==> config.mk <==
export PLATFORM = sky130hd
export DESIGN_NAME = jc_latch_arbiter
export DESIGN_NICKNAME = d
export VERILOG_FILES = /design/src/rtl/jc_latch_arbiter_pkg.sv /design/src/rtl/jc_latch_arbiter_rr_picker.sv /design/src/rtl/jc_latch_arbiter.sv
export SDC_FILE = /design/constraint.sdc
export NUM_CORES = 1
export LEC_CHECK = 0
export CAP_MARGIN = 0
export CORE_AREA = 2 2 52 54
export DETAILED_ROUTE_END_ITERATION = 10
export DIE_AREA = 0 0 54 56
export GPL_TIMING_DRIVEN = 0
export PLACE_DENSITY = 0.94
export SYNTH_ARGS = -nofsm -noshare
export SYNTH_HDL_FRONTEND = slang
export SYNTH_SLANG_ARGS = --single-unit
==> constraint.sdc <==
create_clock -name clk -period 3.4 [get_ports clk]
set_input_delay 0.68 -clock clk [delete_from_list [all_inputs] [get_ports clk]]
set_output_delay 0.68 -clock clk [all_outputs]
set_load 0.01 [all_outputs]
==> src/rtl/jc_latch_arbiter_pkg.sv <==
// Shared definitions for the round-robin latch arbiter: FSM state encoding
// and the default sizing used by the top level and its picker.
package jc_latch_arbiter_pkg;

    typedef enum logic [1:0] {
        ST_IDLE = 2'd0,
        ST_LOAD = 2'd1,
        ST_HOLD = 2'd2
    } arb_state_e;

    localparam int DEF_NREQ  = 4;
    localparam int DEF_WIDTH = 4;
    localparam int DEF_HOLD  = 2;

    // Next search start after a completed transfer by requester win.
    function automatic int next_ptr(input int win, input int nreq);
        return (win + 1 >= nreq) ? 0 : win + 1;
    endfunction

endpackage

==> src/rtl/jc_latch_arbiter_rr_picker.sv <==
// Wrap-around first-set search: returns the first requester at or after ptr,
// so the FSM only ever sees an index and an "anyone asking" flag.
module rr_picker
    import jc_latch_arbiter_pkg::*;
#(
    parameter int NREQ = DEF_NREQ,
    parameter int PW   = (NREQ > 1) ? $clog2(NREQ) : 1
) (
    input  logic [NREQ-1:0] req,
    input  logic [PW-1:0]   ptr,
    output logic [PW-1:0]   pick,
    output logic            any
);

    int cand;

    // Walk from the farthest candidate back to ptr so the closest one wins last.
    always_comb begin
        pick = '0;
        cand = 0;
        for (int k = NREQ - 1; k >= 0; k--) begin
            cand = int'(ptr) + k;
            if (cand >= NREQ) begin
                cand = cand - NREQ;
            end
            if (req[cand]) begin
                pick = cand[PW-1:0];
            end
        end
    end

    assign any = |req;

endmodule

==> src/rtl/jc_latch_arbiter.sv <==
// Round-robin controller for a shared capture register: grant, capture the
// winner's data, hold the grant for HOLD cycles, then release.
module jc_latch_arbiter
    import jc_latch_arbiter_pkg::*;
#(
    parameter int NREQ  = DEF_NREQ,
    parameter int WIDTH = DEF_WIDTH,
    parameter int HOLD  = DEF_HOLD
) (
    input  logic                  clk,
    input  logic                  rst_n,
    input  logic [NREQ-1:0]       req,
    input  logic [NREQ*WIDTH-1:0] data_in,
    output logic [NREQ-1:0]       gnt,
    output logic [NREQ-1:0]       ack,
    output logic [WIDTH-1:0]      data_out,
    output logic                  data_valid,
    output logic                  busy
);

    localparam int PW  = (NREQ > 1) ? $clog2(NREQ) : 1;
    localparam int HCW = (HOLD > 1) ? $clog2(HOLD) : 1;

    arb_state_e        state_q, state_d;
    logic [PW-1:0]     ptr_q, ptr_d;
    logic [PW-1:0]     win_q, win_d;
    logic [HCW-1:0]    hold_cnt_q, hold_cnt_d;
    logic [NREQ-1:0]   gnt_q, gnt_d;
    logic [NREQ-1:0]   ack_q, ack_d;
    logic [WIDTH-1:0]  data_q, data_d;
    logic              valid_q, valid_d;

    logic [PW-1:0]     pick;
    logic              any_req;

    rr_picker #(
        .NREQ (NREQ),
        .PW   (PW)
    ) u_picker (
        .req  (req),
        .ptr  (ptr_q),
        .pick (pick),
        .any  (any_req)
    );

    always_ff @(posedge clk or negedge rst_n) begin
        if (!rst_n) begin
            state_q    <= ST_IDLE;
            ptr_q      <= '0;
            win_q      <= '0;
            hold_cnt_q <= '0;
            gnt_q      <= '0;
            ack_q      <= '0;
            data_q     <= '0;
            valid_q    <= 1'b0;
        end else begin
            state_q    <= state_d;
            ptr_q      <= ptr_d;
            win_q      <= win_d;
            hold_cnt_q <= hold_cnt_d;
            gnt_q      <= gnt_d;
            ack_q      <= ack_d;
            data_q     <= data_d;
            valid_q    <= valid_d;
        end
    end

    // ack/data_valid default low so they only ever last one cycle.
    always_comb begin
        state_d    = state_q;
        ptr_d      = ptr_q;
        win_d      = win_q;
        hold_cnt_d = hold_cnt_q;
        gnt_d      = gnt_q;
        ack_d      = '0;
        data_d     = data_q;
        valid_d    = 1'b0;

        unique case (state_q)
            ST_IDLE: begin
                if (any_req) begin
                    win_d       = pick;
                    gnt_d       = '0;
                    gnt_d[pick] = 1'b1;
                    state_d     = ST_LOAD;
                end
            end

            ST_LOAD: begin
                if (req[win_q]) begin
                    data_d       = data_in[win_q*WIDTH +: WIDTH];
                    ack_d[win_q] = 1'b1;
                    valid_d      = 1'b1;
                    hold_cnt_d   = HCW'(HOLD - 1);
                    state_d      = ST_HOLD;
                end else begin
                    gnt_d   = '0;
                    state_d = ST_IDLE;
                end
            end

            ST_HOLD: begin
                // Abort during hold still counts as a completed transfer.
                if (hold_cnt_q == '0 || !req[win_q]) begin
                    gnt_d   = '0;
                    ptr_d   = PW'(next_ptr(int'(win_q), NREQ));
                    state_d = ST_IDLE;
                end else begin
                    hold_cnt_d = hold_cnt_q - 1'b1;
                end
            end

            default: begin
                gnt_d   = '0;
                state_d = ST_IDLE;
            end
        endcase
    end

    assign gnt        = gnt_q;
    assign ack        = ack_q;
    assign data_out   = data_q;
    assign data_valid = valid_q;
    assign busy       = (state_q != ST_IDLE);

endmodule

==> results of run 1 <==
[final cells by class]
| type | instances | share of cell area |
|---|---|---|
| Tap cell | 30 | 0.0232 |
| Sequential cell | 20 | 0.310 |
| Clock buffer | 3 | 0.0139 |
| Multi-Input combinational cell | 64 | 0.376 |
| Clock inverter | 1 | 0.0186 |
| Buffer | 4 | 0.0232 |
| Inverter | 8 | 0.0186 |
| Timing Repair Buffer | 35 | 0.217 |
[metal layers]
layer  share of wire  routed length [um]
met1            0.36                1000
met3           0.054                 152
met2            0.56                1570
met4           0.023                  65
met5               0                   0
[tightest hold or removal path, delay by kind of cell (launching register included)]
kind	cells	cell delay, ns
AOI/OAI and AO/OA	1	0.06
and+or+nand+nor	1	0.05
DFF	1	0.36
[Yosys cell counts]
cell / instances / area, sq um
o31ai_1: 2 / 15.0
nand2b_1: 1 / 6.26
nor2_1: 1 / 3.75
o41ai_2: 1 / 16.3
nand3_1: 1 / 5.00
dfrtp_1: 20 / 500
o21a_1: 1 / 7.51
mux4_2: 1 / 22.5
a22o_1: 1 / 8.76
nand2_1: 11 / 41.3
a21oi_1: 5 / 25.0
clkbuf_1: 1 / 3.75
mux2_4: 4 / 60.1
a32o_1: 3 / 30.0
a21o_1: 1 / 7.51
a21oi_4: 1 / 16.3
mux2i_1: 1 / 10.0
buf_6: 3 / 33.8
o21ai_0: 3 / 15.0
and3_1: 4 / 25.0
nor3b_1: 1 / 7.51
or3_1: 1 / 6.26
ha_1: 8 / 100
nor4_1: 1 / 6.26
a22o_4: 1 / 17.5
o22ai_1: 1 / 6.26
mux2_1: 1 / 11.3
and2_4: 1 / 8.76
inv_1: 8 / 30.0
mux4_1: 4 / 105
nor3_1: 1 / 5.00
and2_1: 1 / 6.26
a21boi_2: 1 / 11.3
[per-stage QoR]
stage	hold slack (ns)	util	cell area, sq um
final	0.497	0.664	1620
after global routing	0.521	0.664	1620
after CTS	0.506	0.664	1620
after detailed placement	0.481	0.642	1560
after global placement	0.462	0.642	1560
after floorplan	0.384	-	1170
[cell families after synthesis]
| group | after synthesis | synth area share |
|---|---|---|
| buf+inv | 12 | 0.0575 |
| compound gates | 21 | 0.150 |
| mux | 11 | 0.178 |
| flops | 20 | 0.426 |
| fa+ha+maj | 8 | 0.0852 |
| simple gates | 24 | 0.103 |
[power by group through the flow]
stage	sequential [uW]	clock [uW]	combinational [uW]
final	412	198	728
after global routing	423	209	798
after CTS	412	198	735
after detailed placement	416	0	732
after global placement	405	0	680
after floorplan	428	0	441
[worst max path at each step]
stage	depth (start not counted)	endpoint
3_3_place_gp	5	ptr_q[1]$_DFFE_PN0P_
3_5_place_dp	5	ptr_q[1]$_DFFE_PN0P_
4_1_cts	4	busy
6_report	4	busy
5_1_grt	4	busy
2_1_floorplan	4	ptr_q[1]$_DFFE_PN0P_
[registers in the layout, summed over array words and instances, names as in the netlist]
name / flops
data_out: 4
ack: 4
win_q: 2
data_valid: 1
gnt: 4
ptr_q: 2
hold_cnt_q: 1
state_q: 2
==> results.md, run 1 <==
- Bufs and invs on worst path: 3
- VDD IR-drop max: 0.536 mV
- Detailed Place HPWL: approximately 2300 um
- Cells along the critical path: inv_1, ha_1, inv_1, clkdlybuf4s50_1
- Fillers: roughly 180
- Synthesized flop and latch total: 20
- Number of diodes: 0
- Distinct cell type count after synthesis: 33
- Met2 Track Usage GR: 0.378
- PostCTS Resize Cnt: 0
- Die area: approximately 3000 sq um
- Synthesis-to-finish area growth: 37.5%
- Pint: roughly 850 uW
- Tcrit/Tclk final: 0.692
- Net Sw Frac: 0.362
- Die Height: roughly 56 um
- Worst Setup Slack, final: 1.05 ns
- PwrDens: between 800 and 900 nW/um^2
- Origin of the worst min-delay path: gnt[3]$_DFFE_PN0P_
- Vias in the first global route: 959
- R2r setup slk: roughly 1.4 ns
- Clk pwr share: 0.148
- Status: finished, final reports clean
- Final WL: ~2800 um
- Initial antenna violation count: 0
- CTS max path bufs: 2
- Postcts setup bufs: 0
- WL per Instance: 16.9 um
- CP Max Fanout: 4
- RR Endpoint: ptr_q[1]$_DFFE_PN0P_
- Hold Path End: gnt[3]$_DFFE_PN0P_
- Syn Nets: ~130
- Area of the multi-input gates: 607 sq um
- Register area share after synthesis: 0.426
- Synth warn: 0
- Gr busiest metal: met2
- Crit-path max cell delay: approximately 0.53 ns
- Fraction of layout cells with a size suffix above 1: 0.126
- P_leak: about 0.00073 uW
- Dpl cells: roughly 160
- Power, Total: roughly 1300 uW
- Most frequent cell on the critical path: inv_1
- Cell count after synthesis: 96
- Vias: slightly above 900
- CORE AREA: 2430 sq um
- Clock-pin transition on the worst setup and hold timing paths: 0.12 ns
- CP required: 2.72 ns
- Fin nets: approximately 170
- Chip width: approximately 54 um
- Least-Margin Pin Slew: 0.872 ns
- H-tree levels: 1
- Worst hold path stage count: 2
- Total I/O pin count: 36
- Rel. slew slack: 0.417
- Register area: ~500 sq um
- 1st-iter DRT viols: 22
- Crit Path Category: register to output pin
- FMAX: 425 MHz
- Comb pwr share: 0.544
- # DRC: 0
- Vias per inst: approximately 5.5
- DRT Pass-1 Iters: 4
- GRT Total Usage: 0.201
- Slowest-stage cell, CP: clkdlybuf4s50_1
- Final Slew Violations: 0
- Post-Layout Cell Count: between 150 and 200
- R2R cell count: 5
- Max_cap viols: 0
- Minimum clock period: approximately 2.4 ns
- Initial core utilization: 0.483
- Antenna-violating nets left: 0
- Final Skew: ~0.014 ns
- M3 GR Usage: 0.0538
- Sequential share of power: 0.308
- Setup_tns: 0 ns
- Routability Congestion: between 0.9 and 1
- Cts bufs inserted: 3
- Worst slack, placed: around 0.80 ns
- Unrepaired setup endpoints after global routing: false
- Hold-fix buffers, CTS: 0
- Worst path arrival time: about 1.7 ns
- Root buffer cell: clkbuf_4
- PortBufs: 35
- Clock Sinks: 20
- Total grt overflow: 0
- Netlist Area Pre-Place: ~1200 sq um
- Site row count: 18
- Worst-Skew Late Latency: around 0.32 ns
- CTS tree: yes
- Commonest non-fill, non-tap cell in the layout: clkdlybuf4s50_1
- Crit end category: output pin
- Crit start category: register
- Hold WC Path Type: register to register
- Pin count of the biggest net entering global routing: 21
- Critical path's top delay family: buffers and inverters
- Final setup viols: 0
- FF-to-FF Start: win_q[0]$_DFFE_PN0P_
- Syn Area/Cell: 12.2 sq um
- Worst setup path startpoint: state_q[0]$_DFFE_PN0P_
- Met1 Resource Use GR: 0.206
- First-pass GRT wire length: 4410 um
- Final hold violations: 0
- Net switching power: about 480 uW
- Commonest non-fill, non-tap cells in the layout: 35 x clkdlybuf4s50_1, 20 x dfrtp_1, 11 x nand2_1, 8 x inv_1, 8 x ha_1
(Power assumes the default switching activity.)
==> inputs of run 2 (changes only) <==
--- a/config.mk
+++ b/config.mk
@@ -6,11 +6,11 @@
 export NUM_CORES = 1
 export LEC_CHECK = 0
 export CAP_MARGIN = 0
-export CORE_AREA = 2 2 52 54
+export CORE_AREA = 2 2 57 59
 export DETAILED_ROUTE_END_ITERATION = 10
-export DIE_AREA = 0 0 54 56
+export DIE_AREA = 0 0 59 61
 export GPL_TIMING_DRIVEN = 0
-export PLACE_DENSITY = 0.94
+export PLACE_DENSITY = 0.84
 export SYNTH_ARGS = -nofsm -noshare
 export SYNTH_HDL_FRONTEND = slang
 export SYNTH_SLANG_ARGS = --single-unit
==> constraint.sdc (replaced) <==
create_clock -name clk -period 2.1 [get_ports clk]
set_input_delay 0.42 -clock clk [delete_from_list [all_inputs] [get_ports clk]]
set_output_delay 0.42 -clock clk [all_outputs]
set_load 0.01 [all_outputs]
==> run 2 against run 1 <==
Net effect:
- critical endpoint is now ptr_q[1]$_DFFE_PN0P_
- sequential power is 60% higher
- non-clock buffer count is 1 higher
- highest routed layer unchanged
- critical path depth is 1 higher
- core utilization is 11 points lower
- sequential share of layout area is 0.45 points lower
- global-route usage is 4.7 points lower
- via count is 0.55% lower
- total power is 63% higher
==> results.md, run 2 (synthesis results as in run 1) <==
- Status: finished, final reports clean
- Unrepaired setup endpoints after global routing: false
- Initial antenna violation count: 0 (unchanged)
- Slowest-stage cell, CP: clkdlybuf4s50_1
- Crit Path Category: input port to register
- Register area: 500 sq um (unchanged)
- Chip width: 59 um (+9.3%)
- Net switching power: 776 uW (+60%)
- Hold-fix buffers, CTS: 0 (unchanged)
- Crit start category: input port
- H-tree levels: 1 (unchanged)
- Sequential share of power: 0.301 (-0.007)
- WL per Instance: 15.7 um (-7.2%)
- CP required: 2.30 ns (-0.42 ns)
- DRT Pass-1 Iters: 4 (unchanged)
- Pin count of the biggest net entering global routing: 21 (unchanged)
- # DRC: 0 (unchanged)
- Tcrit/Tclk final: 0.951
- Site row count: 20 (+2)
- Pint: 1410 uW (+65%)
- Commonest non-fill, non-tap cell in the layout: clkdlybuf4s50_1
- Die area: 3600 sq um (+19%)
- Minimum clock period: 2.00 ns
- Rel. slew slack: 0.410 (-0.00636)
- Setup_tns: 0 ns (unchanged)
- Final setup viols: 0 (unchanged)
- Comb pwr share: 0.555 (+0.011)
- Fillers: 273 (+53%)
- Detailed Place HPWL: 2130 um (-6.3%)
- Vias in the first global route: 878 (-8.4%)
- Commonest non-fill, non-tap cells in the layout: 35 x clkdlybuf4s50_1, 20 x dfrtp_1, 11 x nand2_1, 8 x inv_1, 7 x ha_1
- CTS max path bufs: 2 (unchanged)
- Root buffer cell: clkbuf_4
- Die Height: 61 um (+8.9%)
- Total grt overflow: 0 (unchanged)
- Power, Total: 2190 uW (+63%)
- Clock-pin transition on the worst setup and hold timing paths: 0.11 ns (about the same)
- Final Skew: 0.00194 ns (-0.0123 ns)
- CORE AREA: 2950 sq um (+21%)
- VDD IR-drop max: 0.552 mV (+2.9%)
- Vias: 903 (-0.55%)
- R2r setup slk: 0.14 ns (-1.28 ns)
- Final hold violations: 0 (unchanged)
- Least-Margin Pin Slew: 0.882 ns (+0.00950 ns)
- Area of the multi-input gates: 619 sq um (+2.1%)
- Final WL: 2650 um (-4.9%)
- CTS tree: yes
- Crit end category: register
- Synthesis-to-finish area growth: 39.5%
- Fin nets: 167 (+0.60%)
- Crit-path max cell delay: 0.53 ns (about the same)
- Vias per inst: 5.34 (-2.9%)
- Number of diodes: 0 (unchanged)
- Final Slew Violations: 0 (unchanged)
- Total I/O pin count: 36 (unchanged)
- Cells along the critical path: clkdlybuf4s50_1, mux4_2, buf_6, a21boi_2, mux2_1
- Hold WC Path Type: register to register
- Routability Congestion: 0.801 (-12%)
- First-pass GRT wire length: 4060 um (-7.8%)
- Antenna-violating nets left: 0 (unchanged)
- FMAX: roughly 500 MHz
- PwrDens: 1330 nW/um^2 (+61%)
- Fraction of layout cells with a size suffix above 1: 0.140 (+0.0138)
- Max_cap viols: 0 (unchanged)
- Initial core utilization: 0.398 (-0.0851)
- GRT Total Usage: 0.155 (-0.0467)
- CP Max Fanout: 10 (+6)
- Clock Sinks: 20 (unchanged)
- P_leak: 0.000737 uW (+0.78%)
- Cts bufs inserted: 3 (unchanged)
- PortBufs: 35 (unchanged)
- Net Sw Frac: 0.355 (-0.00718)
- 1st-iter DRT viols: 12 (-45%)
- Post-Layout Cell Count: 169 (+2.4%)
- Dpl cells: 164 (+1.9%)
- Worst-Skew Late Latency: 0.30 ns (-0.02 ns)
- Clk pwr share: 0.144 (-0.004)
- Worst path arrival time: 2.20 ns (+0.53 ns)
-- run 2: final timing paths --
path	startpoint	end	cells after the start
min in group asynchronous	rst_n	ptr_q[0]$_DFFE_PN0P_	1
worst min-delay path	gnt[2]$_DFFE_PN0P_	gnt[2]$_DFFE_PN0P_	2
worst max register to register	win_q[0]$_DFFE_PN0P_	ptr_q[1]$_DFFE_PN0P_	5
worst max-delay path	req[0]	ptr_q[1]$_DFFE_PN0P_	5
worst min register to register	gnt[2]$_DFFE_PN0P_	gnt[2]$_DFFE_PN0P_	2
max in group asynchronous	rst_n	data_valid$_DFF_PN0_	1
-- run 2: final cells by class --
class,instances,share of cell area
Multi-Input combinational cell,64,0.378
Sequential cell,20,0.305
Timing Repair Buffer,36,0.218
Tap cell,33,0.0252
Buffer,4,0.0229
Clock inverter,1,0.0183
Inverter,8,0.0183
Clock buffer,3,0.0137
-- run 2: critical path, delay by kind of cell --
kind,cells,cell delay [ns]
mux,2,0.87
compound gates,1,0.20
buf+inv,2,0.69
-- run 2: power groups by stage --
stage / logic, uW / clock network, uW / registers (uW)
after floorplan: 713 / 0 / 693
after global placement: 1110 / 0 / 658
after detailed placement: 1170 / 0 / 672
after CTS: 1200 / 322 / 658
after global routing: 1320 / 344 / 677
final: 1220 / 315 / 658
-- run 2: layer usage --
metal / share of wire / vias to the layer above / wire length [um] / global-route usage
met5: 0 / - / 0 / 0
met4: 0.014 / 0 / 36 / 0.0584
met3: 0.037 / 4 / 98 / 0.0320
met2: 0.52 / 25 / 1390 / 0.257
met1: 0.43 / 444 / 1130 / 0.200
li1: - / 430 / - / -
-- run 2: what timing repair did --
action | CTS | global route
resized for setup | 0 | 2
setup buffers | 1 | 0
endpoints found under the setup margin | 1 | 1
-- run 2: per-stage QoR --
step                      instance area [sq um]   util  worst slack (ns)  hold WS (ns)
after floorplan                            1170      -             0.303         0.124
after global placement                     1570  0.531            -0.182         0.474
after detailed placement                   1570  0.531            -0.223         0.484
after CTS                                  1630  0.551            0.0342         0.517
after global routing                       1640  0.555            0.0357         0.545
final                                      1640  0.555             0.103         0.514
==> inputs of run 3 (changes only) <==
--- a/config.mk
+++ b/config.mk
@@ -11,6 +11,7 @@
 export DIE_AREA = 0 0 59 61
 export GPL_TIMING_DRIVEN = 0
 export PLACE_DENSITY = 0.84
+export SLEW_MARGIN = 20
 export SYNTH_ARGS = -nofsm -noshare
 export SYNTH_HDL_FRONTEND = slang
 export SYNTH_SLANG_ARGS = --single-unit
==> results of run 3 <==
No change in the layout: final DEF, timing and power equal those of run 2.
